**config.mk**
```make
export PLATFORM = sky130hd
export DESIGN_NAME = mmio_uart_bridge
export DESIGN_NICKNAME = d
export VERILOG_FILES = /design/src/rtl/mmio_uart_bridge.sv
export SDC_FILE = /design/constraint.sdc
export NUM_CORES = 1
export LEC_CHECK = 0
export ABC_AREA = 1
export CORE_MARGIN = 2
export CORE_UTILIZATION = 36
export DETAILED_ROUTE_END_ITERATION = 7
export PLACE_DENSITY = 0.7
export RECOVER_POWER = 100
export SLEW_MARGIN = 20
export SYNTH_ARGS = -nofsm -noshare
export SYNTH_HDL_FRONTEND = slang
export SYNTH_SLANG_ARGS = --single-unit
```
**constraint.sdc**
```tcl
create_clock -name clk -period 2.1 [get_ports clk]
set_clock_uncertainty 0.05 [all_clocks]
set_input_delay 0.42 -clock clk [delete_from_list [all_inputs] [get_ports clk]]
set_output_delay 0.42 -clock clk [all_outputs]
set_load 0.02 [all_outputs]
```
**src/rtl/mmio_uart_bridge.sv**
```systemverilog
// MMIO bridge between the MEM stage and the UART: TX/RX byte FIFOs and status/data registers.
// Define MMIO_COUNTERS_EN to add the cycle and retired-instruction counters at 0x10/0x14/0x18.
module mmio_uart_bridge #(
  parameter int FIFO_DEPTH = 8
) (
  input  logic        clk,
  input  logic        rst,
  input  logic [31:0] addr,
  input  logic [31:0] wdata,
  input  logic        rd_en,
  input  logic        wr_en,
  input  logic        inst_retire,
  output logic [31:0] rdata,
  output logic [7:0]  uart_tx_data,
  output logic        uart_tx_valid,
  input  logic        uart_tx_ready,
  input  logic [7:0]  uart_rx_data,
  input  logic        uart_rx_valid,
  output logic        uart_rx_ready
);

  localparam int AW = $clog2(FIFO_DEPTH);

  typedef logic [AW:0] ptr_t;

  localparam ptr_t PTR_ONE = ptr_t'(1);

  logic       sel;
  logic [7:0] off;

  assign sel = (addr[31:28] == 4'b1000);
  assign off = addr[7:0];

  logic hit_stat;
  logic hit_rxd;
  logic hit_txd;
  logic hit_cyc;
  logic hit_ins;
  logic hit_clr;

  assign hit_stat = sel && (off == 8'h00);
  assign hit_rxd  = sel && (off == 8'h04);
  assign hit_txd  = sel && (off == 8'h08);
  assign hit_cyc  = sel && (off == 8'h10);
  assign hit_ins  = sel && (off == 8'h14);
  assign hit_clr  = sel && (off == 8'h18);

  // TX FIFO: CPU stores in, UART transmitter drains
  logic [7:0] tx_mem [FIFO_DEPTH];
  ptr_t       tx_wp;
  ptr_t       tx_rp;
  logic       tx_empty;
  logic       tx_full;
  logic       tx_push;
  logic       tx_pop;

  assign tx_empty = (tx_wp == tx_rp);
  assign tx_full  = (tx_wp[AW-1:0] == tx_rp[AW-1:0])
                 && (tx_wp[AW] != tx_rp[AW]);
  assign tx_push  = wr_en && hit_txd && !tx_full;
  assign tx_pop   = !tx_empty && uart_tx_ready;

  assign uart_tx_valid = !tx_empty;
  assign uart_tx_data  = tx_mem[tx_rp[AW-1:0]];

  always_ff @(posedge clk) begin
    if (tx_push) begin
      tx_mem[tx_wp[AW-1:0]] <= wdata[7:0];
    end
  end

  always_ff @(posedge clk) begin
    if (rst) begin
      tx_wp <= '0;
      tx_rp <= '0;
    end else begin
      if (tx_push) begin
        tx_wp <= tx_wp + PTR_ONE;
      end
      if (tx_pop) begin
        tx_rp <= tx_rp + PTR_ONE;
      end
    end
  end

  // RX FIFO: UART receiver fills, CPU loads from 0x04 drain
  logic [7:0] rx_mem [FIFO_DEPTH];
  ptr_t       rx_wp;
  ptr_t       rx_rp;
  logic       rx_empty;
  logic       rx_full;
  logic       rx_push;
  logic       rx_pop;
  logic [7:0] rx_head;

  assign rx_empty = (rx_wp == rx_rp);
  assign rx_full  = (rx_wp[AW-1:0] == rx_rp[AW-1:0])
                 && (rx_wp[AW] != rx_rp[AW]);
  assign rx_push  = uart_rx_valid && uart_rx_ready;
  assign rx_pop   = rd_en && hit_rxd && !rx_empty;
  assign rx_head  = rx_mem[rx_rp[AW-1:0]];

  assign uart_rx_ready = !rx_full && !rst;

  always_ff @(posedge clk) begin
    if (rx_push) begin
      rx_mem[rx_wp[AW-1:0]] <= uart_rx_data;
    end
  end

  always_ff @(posedge clk) begin
    if (rst) begin
      rx_wp <= '0;
      rx_rp <= '0;
    end else begin
      if (rx_push) begin
        rx_wp <= rx_wp + PTR_ONE;
      end
      if (rx_pop) begin
        rx_rp <= rx_rp + PTR_ONE;
      end
    end
  end

`ifdef MMIO_COUNTERS_EN
  logic [31:0] cyc_cnt;
  logic [31:0] ins_cnt;
  logic        cnt_clr;

  assign cnt_clr = wr_en && hit_clr;

  always_ff @(posedge clk) begin
    if (rst || cnt_clr) begin
      cyc_cnt <= '0;
      ins_cnt <= '0;
    end else begin
      cyc_cnt <= cyc_cnt + 32'd1;
      ins_cnt <= ins_cnt + {31'd0, inst_retire};
    end
  end

  logic unused_ok;
  assign unused_ok = &{1'b0, wdata[31:8], addr[27:8]};
`else
  logic unused_ok;
  assign unused_ok = &{1'b0, wdata[31:8], addr[27:8],
                       inst_retire, hit_cyc, hit_ins, hit_clr};
`endif

  logic [31:0] rd_val;

  always_comb begin
    rd_val = '0;
    unique case (1'b1)
      hit_stat: rd_val = {30'd0, !rx_empty, !tx_full};
      hit_rxd:  rd_val = {24'd0, rx_empty ? 8'd0 : rx_head};
`ifdef MMIO_COUNTERS_EN
      hit_cyc:  rd_val = cyc_cnt;
      hit_ins:  rd_val = ins_cnt;
`endif
      default:  rd_val = '0;
    endcase
  end

  always_ff @(posedge clk) begin
    if (rst) begin
      rdata <= '0;
    end else if (rd_en) begin
      rdata <= rd_val;
    end
  end

endmodule

```
==> impl_metrics.json <==
{
  "core_sq_mm": 0.0188,
  "max_freq_mhz": 468,
  "crit_path_end_kind": "output pin",
  "die-area_sq_mm": 0.0205,
  "routed_wl_mm": 14.9,
  "finalWeightedCongestion": 0.808,
  "worst_pin_slew_ns": 0.550,
  "synth_xor_area_share_pct": 2.49,
  "clock_sinks": 158,
  "setup_viol": 4,
  "htreeDepth": 4,
  "drv_slew": 0,
  "status": "finished, violations left",
  "die_w_um": 143,
  "ys_seq_area_share_pct": 63.7,
  "clockBufferDepth": 2,
  "post_cts_buffers": 0,
  "path_clk_slew_ns": 0.07,
  "synth_area_leader_cell": "edfxtp_1",
  "firstDrtPassIters": 5,
  "synth_top_family_by_area": "simple AND/OR/NAND/NOR gates",
  "final_core_util_pct": 46.4,
  "route.detailed.drc": 0,
  "netlist_area_sq_mm": 0.00698,
  "criticalPathCategory": "reg -> out",
  "hold_start": "rdata[1]",
  "p_leak_uw": 0.00326,
  "netlist_instances": 638,
  "yosys.area_share.simple_pct": 18.3,
  "n_antenna_cell": 0,
  "ant_nets": 0,
  "clkLatencyLatePin_ns": 0.42,
  "required_ns": 1.63,
  "async_flop_share_pct": 0,
  "dp_slack_ns": -0.274,
  "drive_gt1_share_pct": 20.6,
  "min_period_ns": 2.14,
  "cellPowerDensity_mw_per_mm2": 774,
  "synth-adder-area-share_pct": 0.717,
  "fin_ws_ns": -0.0365,
  "finalHoldViolCount": 0,
  "numPortBuffers": 51,
  "drtIter0Drc": 416,
  "synthDistinctLibCells": 36,
  "synth.yosys.warnings": 0,
  "yosys-top-cells-area": "edfxtp_1 55%, dfxtp_1 8.6%, nor2_1 6.4%",
  "slew_headroom_pct": 63.3,
  "num_vias": 4759,
  "fin_crit_sh_pct": 102,
  "viasPerCell": 4.75,
  "grt_pass1_vias": 4468,
  "cts_root_buffer": "clkbuf_16",
  "synthMuxAreaShare_pct": 0,
  "numCtsBuffers": 17,
  "critPathArrivalTime_ns": 1.67,
  "worst-path-max-fanout": 8,
  "holdPathEnd": "rdata[1]",
  "synth_edf_count": 128,
  "area_delta_synth_final_pct": 25.1,
  "layout.nets": 812,
  "holdWs_ns": 0.424,
  "grt_max_degree": 33,
  "track_usage_pct": 14.7,
  "cap_viol_max_count": 0,
  "num_rows": 50,
  "synth_common_cells": "128 x edfxtp_1, 119 x nor2_1, 92 x nand2_1",
  "finalPower_uw": 6750,
  "placed_area_sq_mm": 0.00796,
  "ys_seq_elements": 158,
  "die_h_um": 143,
  "start_kind": "flip-flop",
  "hp-class": "reg -> reg",
  "reg2regPathDepth": 7,
  "post-dp-hpwl_mm": 9.56,
  "wire_per_inst_um": 14.9,
  "start_util_pct": 37.0,
  "cts_hold_buf": 0,
  "cts_tree": "built",
  "r2r_slack_ns": 0.23,
  "rr_startpoint": "rx_rp[1]",
  "dominantRegCellSynth": "edfxtp_1",
  "grt_overflow": 0,
  "violations": "setup timing",
  "grt_pass1_wl_mm": 22.7,
  "stdcell_area_sq_mm": 0.00873,
  "synth.top_cell.area_share_pct": 55.1,
  "r2r_end": "rx_mem[5][0]",
  "rsz0062_at_grt": "yes",
  "holdPathStages": 2,
  "syn_avg_cell_area_sq_um": 10.9,
  "synth_compound_area_share_pct": 8.14,
  "vdd_drop_max_v": 0.000625,
  "antenna_found_initial": 0,
  "num_io_pins": 121,
  "post-synth-top-count-cell": "edfxtp_1"
}
-- worst max-delay path by stage --
stage                     slack [ns]         endpoint  depth (start not counted)      start
after CTS                      -0.04  uart_tx_data[1]                          7  flip-flop
after detailed placement       -0.27     tx_mem[0][7]                          8   addr[31]
final                          -0.04  uart_tx_data[3]                          7  flip-flop
after floorplan                 0.14     tx_mem[7][0]                          7    addr[5]
after global placement         -0.26     tx_mem[0][7]                          8   addr[31]
after global routing           -0.10  uart_tx_data[0]                          7  flip-flop
-- worst max-delay path: stages (launching register included) --
cell       delay (ns)
dfxtp_4          0.39
inv_6            0.10
clkbuf_16        0.16
nor2_1           0.05
o32ai_1          0.23
nand2_1          0.09
nand2_1          0.10
buf_6            0.12
-- where the power goes --
group,total (uW),internal (uW),switching [uW]
combinational,286,102,184
clock,3060,1800,1260
sequential,3410,3400,7.92
total,6750,5300,1450
-- state kept, by name, summed over array words and instances (netlist names), named ones only --
| register | count |
|---|---|
| rx_rp | 4 |
| tx_mem | 64 |
| rdata | 8 |
| tx_wp | 4 |
| tx_rp | 4 |
| rx_mem | 64 |
| rx_wp | 4 |
-- cell usage in the layout, fill, tap and decap left out, types with 6 or more instances in the layout --
master	n
clkbuf_16	18
a21oi_1	16
nand2_1	91
edfxtp_1	128
conb_1	24
dfxtp_1	25
xor2_1	8
nand2_2	9
o32ai_2	10
nor3_2	6
o21ai_0	43
buf_4	42
o21ai_1	16
nor2_1	116
nand3_1	23
clkdlybuf4s50_1	25
nand4_1	8
inv_1	32
dlygate4sd3_1	16
a21oi_2	6
buf_6	9
-- metal layers --
metal / global-route usage [%] / vias up / part of all wire, % / wire, um
met5: 0 / - / 0 / 0
met1: 18.6 / 2255 / 43 / 6430
met3: 3.55 / 18 / 5.8 / 857
met2: 24.4 / 160 / 50 / 7390
li1: - / 2326 / - / -
met4: 5.83 / 0 / 1.4 / 212
-- timing repair --
action                                  CTS  global route
endpoints found under the setup margin   10            10
gates resized for setup                  59            30
pin swaps                                 2             6
gates cloned                              1             1
hold endpoints to repair                  0             0
-- per-stage QoR --
stage          setup TNS (ns)  std cells
2_1_floorplan               0        661
3_5_place_dp           -17.89        968
4_1_cts                -0.202       1001
3_3_place_gp           -15.85        968
6_report              -0.0869       1002
5_1_grt                -0.727       1002
-- final cells by class --
cell class                      instances  area (sq um)
Fill cell                            1684         10100
Sequential cell                       158          4460
Multi-Input combinational cell        414          2250
Timing Repair Buffer                   99           945
Clock buffer                           18           439
Tap cell                              260           325
Clock inverter                         14           159
Inverter                               39           151
-- cells by family (layout without fill, tap and decap cells) --
family | after synthesis | after routing
simple gates | 273 | 273
xor+xnor | 16 | 16
compound gates | 97 | 97
buf+inv | 89 | 170
flops | 158 | 158
other cells | 1 | 24
fa+ha+maj | 4 | 4
Power figures use the tool's default switching activity.
